File: config.mk
export PLATFORM = sky130hd
export DESIGN_NAME = mem_access_unit
export DESIGN_NICKNAME = d
export VERILOG_FILES = /design/src/rtl/mem_access_unit.sv
export SDC_FILE = /design/constraint.sdc
export NUM_CORES = 1
export LEC_CHECK = 0
export CORE_MARGIN = 2
export CORE_UTILIZATION = 45
export DETAILED_ROUTE_END_ITERATION = 10
export PLACE_DENSITY = 0.81
export SYNTH_ARGS = -nofsm -noshare
export SYNTH_HDL_FRONTEND = slang
export SYNTH_SLANG_ARGS = --single-unit
File: constraint.sdc
create_clock -name iClk -period 2.22 [get_ports iClk]
set_input_delay 0.444 -clock iClk [delete_from_list [all_inputs] [get_ports iClk]]
set_output_delay 0.444 -clock iClk [all_outputs]
set_load 0.01 [all_outputs]
File: src/rtl/mem_access_unit.sv
// MEM-stage load/store unit: sized accesses over a word-wide req/ack bus.
// Stalls the pipeline until the access completes, flags misalignment and bus timeouts.
module mem_access_unit #(
  parameter int TIMEOUT_CYCLES = 16
) (
  input  logic        iClk,
  input  logic        iRst,
  input  logic        iValid,
  input  logic [3:0]  iMemControl,
  input  logic [31:0] iAddress,
  input  logic [31:0] iWriteData,
  output logic        oStall,
  output logic        oDone,
  output logic [31:0] oReadData,
  output logic        oMisaligned,
  output logic        oBusError,
  output logic        oBusReq,
  output logic        oBusWe,
  output logic [31:0] oBusAddr,
  output logic [31:0] oBusWdata,
  output logic [3:0]  oBusByteEn,
  input  logic [31:0] iBusRdata,
  input  logic        iBusAck
);

  // state  | meaning
  // S_IDLE | waiting for a memory op
  // S_REQ  | bus request outstanding
  // S_DONE | one-cycle completion, results valid
  typedef enum logic [1:0] {S_IDLE, S_REQ, S_DONE} state_t;

  localparam int CW = (TIMEOUT_CYCLES > 1) ? $clog2(TIMEOUT_CYCLES) : 1;
  localparam logic [CW-1:0] CNT_LAST = CW'(TIMEOUT_CYCLES - 1);

  localparam logic [3:0] C_LW = 4'b0000, C_LH = 4'b0001, C_LB = 4'b0010,
                         C_LHU = 4'b0011, C_LBU = 4'b0100, C_SW = 4'b0101,
                         C_SH = 4'b0110, C_SB = 4'b0111;

  state_t        r_state, w_next;
  logic          r_bus_req;
  logic [3:0]    r_code;
  logic [31:0]   r_addr;
  logic [31:0]   r_wdata;
  logic [3:0]    r_be;
  logic          r_we;
  logic [CW-1:0] r_cnt;
  logic [31:0]   r_rdata;
  logic          r_mis;
  logic          r_err;

  logic          w_mem_op;
  logic          w_misaligned;
  logic [3:0]    w_be;
  logic [31:0]   w_wdata;
  logic          w_timeout;
  logic [31:0]   w_shifted;
  logic [31:0]   w_ext;

  assign w_mem_op  = iValid && !iMemControl[3];
  assign w_timeout = (TIMEOUT_CYCLES != 0) && (r_cnt == CNT_LAST);

  always_comb begin
    w_misaligned = 1'b0;
    w_be         = 4'b1111;
    w_wdata      = iWriteData;
    case (iMemControl)
      C_LW, C_SW: w_misaligned = (iAddress[1:0] != 2'b00);
      C_LH, C_LHU, C_SH: begin
        w_misaligned = iAddress[0];
        w_be         = iAddress[1] ? 4'b1100 : 4'b0011;
        w_wdata      = {2{iWriteData[15:0]}};
      end
      C_LB, C_LBU, C_SB: begin
        w_be    = 4'b0001 << iAddress[1:0];
        w_wdata = {4{iWriteData[7:0]}};
      end
      default: ;
    endcase
  end

  // Halves are always aligned here, so a byte-granular shift serves both sizes.
  assign w_shifted = iBusRdata >> {r_addr[1:0], 3'b000};

  always_comb begin
    w_ext = iBusRdata;
    case (r_code)
      C_LB:    w_ext = {{24{w_shifted[7]}}, w_shifted[7:0]};
      C_LBU:   w_ext = {24'd0, w_shifted[7:0]};
      C_LH:    w_ext = {{16{w_shifted[15]}}, w_shifted[15:0]};
      C_LHU:   w_ext = {16'd0, w_shifted[15:0]};
      default: w_ext = iBusRdata;
    endcase
  end

  always_comb begin
    w_next = r_state;
    case (r_state)
      S_IDLE: if (w_mem_op) w_next = w_misaligned ? S_DONE : S_REQ;
      S_REQ:  if (iBusAck || w_timeout) w_next = S_DONE;
      S_DONE: w_next = S_IDLE;
      default: w_next = S_IDLE;
    endcase
  end

  always_ff @(posedge iClk) begin
    if (iRst) begin
      r_state   <= S_IDLE;
      r_bus_req <= 1'b0;
    end else begin
      r_state   <= w_next;
      r_bus_req <= (w_next == S_REQ);
    end
  end

  always_ff @(posedge iClk) begin
    if (iRst) begin
      r_code  <= 4'd0;
      r_addr  <= 32'd0;
      r_wdata <= 32'd0;
      r_be    <= 4'd0;
      r_we    <= 1'b0;
      r_cnt   <= '0;
      r_rdata <= 32'd0;
      r_mis   <= 1'b0;
      r_err   <= 1'b0;
    end else begin
      case (r_state)
        S_IDLE: if (w_mem_op) begin
          r_code  <= iMemControl;
          r_addr  <= iAddress;
          r_wdata <= w_wdata;
          r_be    <= w_be;
          r_we    <= (iMemControl == C_SW) || (iMemControl == C_SH) || (iMemControl == C_SB);
          r_mis   <= w_misaligned;
          r_err   <= 1'b0;
          r_cnt   <= '0;
          if (w_misaligned) r_rdata <= 32'd0;
        end
        S_REQ: begin
          r_cnt <= r_cnt + 1'b1;
          if (iBusAck) begin
            r_rdata <= r_we ? 32'd0 : w_ext;
            r_cnt   <= '0;
          end else if (w_timeout) begin
            r_err   <= 1'b1;
            r_rdata <= 32'd0;
            r_cnt   <= '0;
          end
        end
        default: ;
      endcase
    end
  end

  assign oStall      = ((r_state == S_IDLE) && w_mem_op) || (r_state == S_REQ);
  assign oDone       = (r_state == S_DONE);
  assign oMisaligned = oDone && r_mis;
  assign oBusError   = oDone && r_err;
  assign oReadData   = r_rdata;
  assign oBusReq     = r_bus_req;
  assign oBusWe      = r_we;
  assign oBusAddr    = {r_addr[31:2], 2'b00};
  assign oBusWdata   = r_wdata;
  assign oBusByteEn  = r_be;

endmodule

==> flow_summary_export.csv, run 1 <==
group,metric,value,unit
timing,layout_min_cycle_time,2.14,ns
synth,yosys.area.top_type_share,0.408,
synth,avgSynthCellArea,8.52,um^2
clocking,htreeDepth,4,
cells_and_area,antenna_cells,0,
synth,synthArstFlopShare,0,
timing,finalMaxSlewViolations,0,
timing,fmax,467,MHz
cells_and_area,nNetsFinal,930,
setup_path,cp_data_required_time,1.78,ns
synth,syn_area,5600,um^2
placement,placed_area,7620,um^2
timing,finalSetupTns,0,ns
power_and_ir_drop,intPower,4.34,mW
cells_and_area,fin_util,0.680,
timing,tightest_slew,0.675,ns
cells_and_area,final_cells,1005,
power_and_ir_drop,pwr-share-comb,0.178,
timing,grt_setup_unrepaired,"false",
clocking,cts_tree,"done",
floorplan,rows,40,
routing,vias,5437,
grt,grt_max_degree,90,
synth,synth_area_leaders,"dfxtp_1 (41%), nand2_1 (7.3%), a21oi_1 (5.1%)",
synth,yosys_warnings,0,
setup_path,slowest_delay,0.44,ns
routing,first_pass_iters,5,
placement,numPortBuffers,207,
outcome,outcome,"finished, final reports clean",
timing,fin_ws,0.0772,ns
placement,pre_cts_slack,-0.291,ns
synth,yosys.area.top_type,"dfxtp_1",
floorplan,io_pins,210,
setup_path,cpMaxStageDelayCell,"clkdlybuf4s50_1",
setup_path,crit_fanout,3,
synth,synth_cells,657,
grt,grt_pass1_wl,26400,um
floorplan,design.core.area,12100,um^2
setup_path,cp-end-kind,"primary output",
synth,synth_ff_type,"dfxtp_1",
routing,drc_errors,0,
setup_path,crit_chain,"clkdlybuf4s50_1, nand2b_1, a21o_1, inv_1, dlygate4sd2_1",
routing,post_drt_wl_per_cell,16.6,um
synth,yosysSeqAreaShare,0.408,
clocking,cts-root-buf,"clkbuf_16",
routing,drt_iter0_markers,500,
cells_and_area,final_cell_mix,"clkdlybuf4s50_1 (205), dfxtp_1 (113), nand2_1 (109)",
setup_path,worstSetupPathType,"input port to primary output",
routing,viasPerCell,5.41,
clocking,insertion_delay,0.41,ns
power_and_ir_drop,p_clk_frac,0.440,
grt,grt-ovfl-total,0,
floorplan,fp.dieW,116,um
placement,gp_congestion,0.859,
power_and_ir_drop,ir_drop,421,uV
placement,dp_cells,973,
floorplan,start_util,0.464,
clocking,path_clk_slew,0.05,ns
timing,hold_viol_final,0,
setup_path,regToRegSetupSlack,0.39,ns
synth,yosys.cell_types.count,58,
cells_and_area,final_common_cell,"clkdlybuf4s50_1",
floorplan,die_area,13300,um^2
grt,grtUsageTotal,0.252,
routing,ant_nets,0,
timing,hold-worst-slack,0.416,ns
grt,grt_pass1_vias,5350,
power_and_ir_drop,p_per_area,707,nW/um^2
synth,ys_ff_latch,114,
grt,antenna_found_initial,0,
routing,wl,16700,um
run,drv_cap,0,
setup_path,startpoint_type,"input port",
setup_path,arrival,1.70,ns
power_and_ir_drop,report.power.total,5.80,mW
power_and_ir_drop,seqPwrFrac,0.382,
timing,setup_viol,0,
cells_and_area,syn2layout_area_growth,46.4,%
floorplan,die_y,116,um
timing,relSlewSlack,0.550,
power_and_ir_drop,switching_power,1.45,mW
synth,synth_edf_count,0,
timing,fin_skew,0.00740,ns
placement,dp_hpwl,11800,um
power_and_ir_drop,p_leak,2.93,nW
cells_and_area,drive_gt1_frac,0.128,
clocking,cts_buffers,17,
clocking,cts_sinks,114,
clocking,clock_path_buffers,2,
min_path,hold_path.class,"input port to flop",
timing,min_period_over_period,0.965,
power_and_ir_drop,p_sw_frac,0.251,
cells_and_area,fillCellCount,959,
cells_and_area,finalInstanceArea,8200,um^2
-- cells in the mapped netlist, types with 2 or more instances --
| cell | n |
|---|---|
| a31oi_1 | 2 |
| nor2_4 | 2 |
| o21bai_1 | 5 |
| dfxtp_1 | 114 |
| a211oi_1 | 37 |
| o211ai_1 | 3 |
| buf_6 | 7 |
| o32ai_1 | 2 |
| nand2_1 | 109 |
| buf_2 | 18 |
| nor2b_1 | 2 |
| nor2_1 | 45 |
| a21oi_2 | 2 |
| clkbuf_2 | 2 |
| mux2i_1 | 17 |
| a221oi_1 | 5 |
| inv_1 | 22 |
| o22ai_1 | 12 |
| o21ai_0 | 35 |
| inv_2 | 2 |
| buf_4 | 36 |
| nand3b_1 | 3 |
| nor3b_1 | 2 |
| o32ai_2 | 14 |
| clkbuf_1 | 21 |
| mux2_4 | 2 |
| nand2b_1 | 22 |
| o21ai_1 | 2 |
| a21oi_1 | 57 |
| a22oi_1 | 2 |
| and2_1 | 2 |
| nand3_1 | 10 |
| a221oi_2 | 3 |
| o22ai_2 | 11 |
| nor3_1 | 4 |
-- area by class of cell --
type / instances / area, um^2 / share of cell area
Multi-Input combinational cell: 435 / 2710 / 0.331
Inverter: 24 / 90.1 / 0.0110
Tap cell: 168 / 210 / 0.0256
Timing Repair Buffer: 233 / 2340 / 0.285
Clock buffer: 28 / 547 / 0.0667
Clock inverter: 3 / 17.5 / 0.00214
Sequential cell: 114 / 2280 / 0.279
-- power groups by stage --
stage	sequential [mW]	clock [mW]	combinational [mW]
after floorplan	2.27	0	0.517
after global placement	2.25	0	0.999
after detailed placement	2.25	0	1.02
after CTS	2.21	2.59	1.03
after global routing	2.22	2.70	1.11
final	2.21	2.55	1.03
-- worst max-delay path, delay by kind of cell --
family                 cells  cell delay (ns)
buffers and inverters      3             0.84
AND/OR/NAND/NOR            1             0.22
AO/OA/AOI/OAI              1             0.20
-- layer usage --
layer | GRT usage | wire length [um] | vias to the layer above
li1 | - | - | 2603
met4 | 0.133 | 613 | 0
met5 | 0 | 0 | -
met1 | 0.300 | 6800 | 2558
met2 | 0.412 | 8070 | 223
met3 | 0.0717 | 1200 | 53
-- cell families after synthesis --
kind of cell             after synthesis  share of synthesized area
buffers and inverters                109                      0.111
AND/OR/NAND/NOR                      211                      0.171
multiplexers                          19                     0.0358
XOR/XNOR                               2                    0.00313
flip-flops                           114                      0.408
adder cells (fa/ha/maj)                1                    0.00223
other                                  1                   0.000670
AO/OA/AOI/OAI                        200                      0.268
-- what timing repair did --
action / 4_1_cts / 5_1_grt
gates resized for setup: 1 / 2
pin swaps: 1 / 0
hold endpoints to repair: 0 / 0
endpoints found under the setup margin: 1 / 2
hold buffers: 0 / 0
setup buffers: 1 / 0
-- state kept, by name, indices dropped and copies added, names as in the netlist, 2 cells and up --
name        cells
r_code          4
oReadData      32
oBusByteEn      4
r_addr         32
r_state         2
r_cnt           4
oBusWdata      32
-- path summary, 6_finish.rpt --
kind	depth (start not counted)	endpoint	startpoint
setup reg to reg	5	oReadData[11]$_SDFFE_PP0P_	r_addr[1]$_SDFFE_PP0P_
setup / recovery	5	oStall	iMemControl[3]
hold / removal	2	r_err$_SDFFE_PP0P_	iRst
hold reg to reg	2	r_mis$_SDFFE_PP0P_	r_mis$_SDFFE_PP0P_
Note: power is estimated with default switching activity, not from simulation.
==> inputs of run 2 (changes only) <==
--- a/config.mk
+++ b/config.mk
@@ -6,9 +6,9 @@
 export NUM_CORES = 1
 export LEC_CHECK = 0
 export CORE_MARGIN = 2
-export CORE_UTILIZATION = 45
+export CORE_UTILIZATION = 35
 export DETAILED_ROUTE_END_ITERATION = 10
-export PLACE_DENSITY = 0.81
+export PLACE_DENSITY = 0.66
 export SYNTH_ARGS = -nofsm -noshare
 export SYNTH_HDL_FRONTEND = slang
 export SYNTH_SLANG_ARGS = --single-unit
==> run 2 against run 1 <==
Net effect:
- highest routed layer unchanged
- count of clock-buffer cells in the layout down 7
- non-clock buffer count is 13 higher
- largest power group unchanged
- critical path depth down 2
==> flow_summary_export.csv, run 2 (synthesized netlist as in run 1, its figures left out) <==
group,metric,value,unit
outcome,outcome,"finished, final reports clean",
clocking,path_clk_slew,0.05,ns
routing,drt_iter0_markers,383,
clocking,holdBufCountCts,0,
clocking,clock_path_buffers,2,
cells_and_area,nNetsFinal,943,
setup_path,crit_chain,"nor2b_2, and2_1, clkdlybuf4s50_1",
timing,fin_ws,0.104,ns
setup_path,cpMaxStageDelayCell,"clkdlybuf4s50_1",
timing,relSlewSlack,0.467,
routing,drc_errors,0,
placement,pre_cts_slack,-0.187,ns
clocking,cts_resized,2,
grt,grt_pass1_vias,4891,
power_and_ir_drop,intPower,4.49,mW
power_and_ir_drop,p_per_area,712,nW/um^2
timing,layout_min_cycle_time,2.12,ns
floorplan,die_area,17000,um^2
cells_and_area,fillCellCount,1512,
power_and_ir_drop,ir_drop,491,uV
clocking,cts_sinks,114,
min_path,hold_path.class,"flop to flop",
clocking,cts_tree,"done",
power_and_ir_drop,switching_power,1.50,mW
run,drv_cap,0,
grt,grtUsageTotal,0.195,
timing,fmax,473,MHz
cells_and_area,syn2layout_area_growth,50.3,%
setup_path,timing.rr.end,"oReadData[11]$_SDFFE_PP0P_",
floorplan,fp.dieW,130,um
routing,first_pass_iters,4,
grt,grt_max_degree,115,
setup_path,cp_data_required_time,1.78,ns
timing,fin_skew,0.00834,ns
timing,hold_viol_final,0,
power_and_ir_drop,p_sw_frac,0.250,
cells_and_area,antenna_cells,0,
setup_path,crit_end,"oMisaligned",
setup_path,crit_fanout,8,
grt,antenna_found_initial,0,
routing,wl,16700,um
floorplan,rows,46,
cells_and_area,multi_input_area,2710,um^2
cells_and_area,fin_util,0.534,
placement,numPortBuffers,207,
placement,dp_hpwl,11700,um
setup_path,crit_family,"buffers and inverters",
routing,ant_nets,0,
setup_path,regToRegSetupSlack,0.41,ns
clocking,cts_setup_buffers,0,
placement,gp_congestion,0.815,
timing,tightest_slew,0.800,ns
clocking,htreeDepth,4,
routing,post_drt_wl_per_cell,15.6,um
floorplan,design.core.area,15800,um^2
timing,min_period_over_period,0.953,
setup_path,crit_start,"r_state[1]$_SDFF_PP0_",
power_and_ir_drop,pwr-share-comb,0.178,
setup_path,worstSetupPathType,"flop to primary output",
routing,vias,5262,
floorplan,die_y,130,um
setup_path,crit_buf_inv,1,
clocking,cts_buffers,17,
clocking,insertion_delay,0.41,ns
routing,viasPerCell,4.94,
setup_path,startpoint_type,"flop",
timing,finalMaxSlewViolations,0,
setup_path,cp-end-kind,"primary output",
setup_path,slowest_delay,0.54,ns
cells_and_area,drive_gt1_frac,0.141,
floorplan,io_pins,210,
power_and_ir_drop,seqPwrFrac,0.368,
cells_and_area,seq_area,2280,um^2
setup_path,ff2ff_path_depth,5,
timing,grt_setup_unrepaired,"false",
timing,finalSetupTns,0,ns
power_and_ir_drop,p_clk_frac,0.454,
grt,grt-ovfl-total,0,
cells_and_area,final_cell_mix,"clkdlybuf4s50_1 (205), dfxtp_1 (113), nand2_1 (109)",
grt,grt_pass1_wl,25700,um
timing,setup_viol,0,
cells_and_area,final_common_cell,"clkdlybuf4s50_1",
setup_path,arrival,1.67,ns
floorplan,start_util,0.355,
setup_path,path_depth,3,
timing,hold-worst-slack,0.450,ns
setup_path,timing.rr.start,"r_addr[1]$_SDFFE_PP0P_",
clocking,cts-root-buf,"clkbuf_16",
power_and_ir_drop,p_leak,3.00,nW
run 2: cell type report:
| cell class | instances | area share |
|---|---|---|
| timing repair buffer | 246 | 0.294 |
| clock inverter | 10 | 0.0161 |
| sequential | 114 | 0.271 |
| inverter | 24 | 0.0107 |
| tap | 216 | 0.0321 |
| clock buffer | 21 | 0.0535 |
| multi-input combinational | 435 | 0.322 |
run 2: metal layers:
layer | routed length [um] | global-route usage | part of all wire
met3 | 1470 | 0.0806 | 0.088
met5 | 0 | 0 | 0
met1 | 7260 | 0.246 | 0.44
met2 | 7600 | 0.302 | 0.46
met4 | 330 | 0.0695 | 0.020
run 2: power by group through the flow:
stage / Sequential, mW / Combinational (mW) / Clock (mW)
floorplan: 2.27 / 0.517 / 0
global placement: 2.25 / 1.06 / 0
detailed placement: 2.25 / 1.07 / 0
CTS: 2.21 / 1.07 / 2.76
global route: 2.22 / 1.16 / 2.87
finish: 2.21 / 1.07 / 2.72
run 2: worst reg2reg max path, cell delays in order, from the launching register on:
cell and delay [ns]:
dfxtp_1 0.46, mux2_4 0.34, o21bai_1 0.12, a21oi_1 0.25, a211oi_1 0.37, o32ai_2 0.13
run 2: how the worst min path moves through the flow:
stage | end | start | slack [ns] | cells after the start
5_1_grt | r_addr[16]$_SDFFE_PP0P_ | r_addr[16]$_SDFFE_PP0P_ | 0.46 | 2
3_3_place_gp | r_addr[15]$_SDFFE_PP0P_ | r_addr[15]$_SDFFE_PP0P_ | 0.44 | 2
4_1_cts | r_addr[16]$_SDFFE_PP0P_ | r_addr[16]$_SDFFE_PP0P_ | 0.45 | 2
2_1_floorplan | r_mis$_SDFFE_PP0P_ | r_mis$_SDFFE_PP0P_ | 0.43 | 2
6_report | r_addr[12]$_SDFFE_PP0P_ | r_addr[12]$_SDFFE_PP0P_ | 0.45 | 2
3_5_place_dp | r_addr[16]$_SDFFE_PP0P_ | r_addr[16]$_SDFFE_PP0P_ | 0.45 | 2
run 2: stage by stage:
step / cells / power, mW / instance area, um^2
final: 1066 / 5.99 / 8410
after global routing: 1066 / 6.25 / 8410
after CTS: 1066 / 6.04 / 8410
after detailed placement: 1035 / 3.31 / 7830
after global placement: 1035 / 3.31 / 7830
after floorplan: 658 / 2.79 / 5600
==> inputs of run 3 (changes only) <==
--- a/config.mk
+++ b/config.mk
@@ -8,7 +8,7 @@
 export CORE_MARGIN = 2
 export CORE_UTILIZATION = 35
 export DETAILED_ROUTE_END_ITERATION = 10
-export PLACE_DENSITY = 0.66
+export PLACE_DENSITY_LB_ADDON = 0.12
 export SYNTH_ARGS = -nofsm -noshare
 export SYNTH_HDL_FRONTEND = slang
 export SYNTH_SLANG_ARGS = --single-unit
==> run 3 against run 2 <==
Net effect:
- die area did not move
- non-clock buffer count fell by 8
- clock power rose by 3%
- maximum frequency fell by 1.3%
- design area fell by 0.67%
- critical path depth did not move
- core utilization fell by 0.36 points
- register-to-register slack improved by 0.02 ns
- cell count fell by 0.66%
- flip-flop and latch count did not move
- critical endpoint unchanged
- largest cell class unchanged
- largest power group unchanged
==> flow_summary_export.csv, run 3 (synthesized netlist as in run 1, its figures left out) <==
group,metric,value,unit
run,drv_cap,0,
timing,finalSetupTns,0,ns
grt,grt_pass1_vias,5250,
timing,fin_skew,0.00443,ns
routing,post_drt_wl_per_cell,16.1,um
clocking,path_clk_slew,0.05,ns
setup_path,startpoint_type,"flop",
floorplan,start_util,0.355,
setup_path,cpMaxStageDelayCell,"clkdlybuf4s50_1",
setup_path,cp-end-kind,"primary output",
cells_and_area,drive_gt1_frac,0.136,
routing,first_pass_iters,4,
power_and_ir_drop,report.power.total,6.07,mW
placement,dp_hpwl,12200,um
routing,drc_errors,0,
cells_and_area,antenna_cells,0,
floorplan,die_y,130,um
setup_path,crit_fanout,8,
timing,hold_viol_final,0,
timing,setup_viol,0,
setup_path,crit_chain,"nor2b_2, and2_1, clkdlybuf4s50_1",
grt,grt_pass1_wl,26100,um
cells_and_area,nNetsFinal,935,
clocking,cts_tree,"done",
clocking,clock_path_buffers,2,
min_path,hold_path.class,"flop to flop",
floorplan,rows,46,
cells_and_area,final_cell_mix,"clkdlybuf4s50_1 (205), dfxtp_1 (113), nand2_1 (109)",
timing,finalMaxSlewViolations,0,
clocking,insertion_delay,0.41,ns
placement,dp_cells,1027,
setup_path,cp_data_required_time,1.78,ns
timing,fin_ws,0.0767,ns
cells_and_area,syn2layout_area_growth,49.3,%
placement,placed_area,7740,um^2
floorplan,design.core.area,15800,um^2
floorplan,die_area,17000,um^2
power_and_ir_drop,p_per_area,726,nW/um^2
setup_path,slowest_delay,0.55,ns
timing,grt_setup_unrepaired,"false",
timing,hold-worst-slack,0.451,ns
floorplan,io_pins,210,
outcome,outcome,"finished, final reports clean",
clocking,cts_sinks,114,
grt,antenna_found_initial,0,
placement,pre_cts_slack,-0.131,ns
timing,min_period_over_period,0.965,
clocking,cts_buffers,17,
clocking,htreeDepth,4,
routing,wl,17100,um
timing,relSlewSlack,0.528,
cells_and_area,finalInstanceArea,8360,um^2
timing,layout_min_cycle_time,2.14,ns
routing,drt_iter0_markers,290,
cells_and_area,fillCellCount,1485,
placement,numPortBuffers,207,
setup_path,crit_buf_inv,1,
cells_and_area,fin_util,0.530,
routing,viasPerCell,5.00,
power_and_ir_drop,ir_drop,440,uV
power_and_ir_drop,p_leak,2.98,nW
timing,tightest_slew,0.708,ns
setup_path,crit_family,"buffers and inverters",
setup_path,worstSetupPathType,"flop to primary output",
clocking,cts-root-buf,"clkbuf_16",
setup_path,arrival,1.70,ns
timing,fmax,467,MHz
floorplan,fp.dieW,130,um
placement,gp_congestion,0.792,
grt,grtUsageTotal,0.197,
grt,grt-ovfl-total,0,
cells_and_area,final_common_cell,"clkdlybuf4s50_1",
routing,vias,5293,
routing,ant_nets,0,
cells_and_area,final_cells,1059,
grt,grt_max_degree,85,
run 3: cell count changes in the layout (fill, tap and decap cells not counted), sizes merged:
cell,before,now
buf,40,32
clkinv,3,5
clkinvlp,4,2
clkbuf,21,22
run 3: final cells by class:
cell class                      instances  area (um^2)  share of cell area
Clock inverter                         10          130              0.0156
Sequential cell                       114         2280               0.273
Multi-Input combinational cell        435         2710               0.324
Inverter                               24         90.1              0.0108
Clock buffer                           22          484              0.0579
Tap cell                              216          270              0.0323
Timing Repair Buffer                  238         2390               0.286
run 3: worst paths after layout:
check | startpoint | end | slack (ns) | cells after the start
min reg2reg | oBusWdata[2]$_SDFFE_PP0P_ | oBusWdata[2]$_SDFFE_PP0P_ | 0.45 | 2
max | r_state[1]$_SDFF_PP0_ | oMisaligned | 0.08 | 3
max reg2reg | r_addr[1]$_SDFFE_PP0P_ | oReadData[9]$_SDFFE_PP0P_ | 0.43 | 5
min | oBusWdata[2]$_SDFFE_PP0P_ | oBusWdata[2]$_SDFFE_PP0P_ | 0.45 | 2
run 3: per-layer routing:
metal,GRT usage,vias up,part of all wire
met5,0,-,0
met3,0.0537,31,0.068
met4,0.0876,0,0.024
li1,-,2605,-
met2,0.327,181,0.48
met1,0.239,2476,0.43
run 3: report_power, final:
part,internal (mW),total (mW),switching (mW)
clock,1.87,2.81,0.939
sequential,2.15,2.21,0.0613
combinational,0.548,1.04,0.496
total,4.57,6.07,1.50
run 3: repair_timing:
action	CTS	global route
endpoints found under the setup margin	3	2
gates resized for setup	2	1
gates cloned	0	0
setup buffers	0	0
endpoints found under the hold margin	0	0
hold buffers	0	0
run 3: worst reg2reg max path, cell delays in order (launching register included):
cell	delay, ns
dfxtp_1	0.50
mux2_4	0.35
o21bai_1	0.12
a21oi_1	0.23
a211oi_1	0.35
o32ai_2	0.13
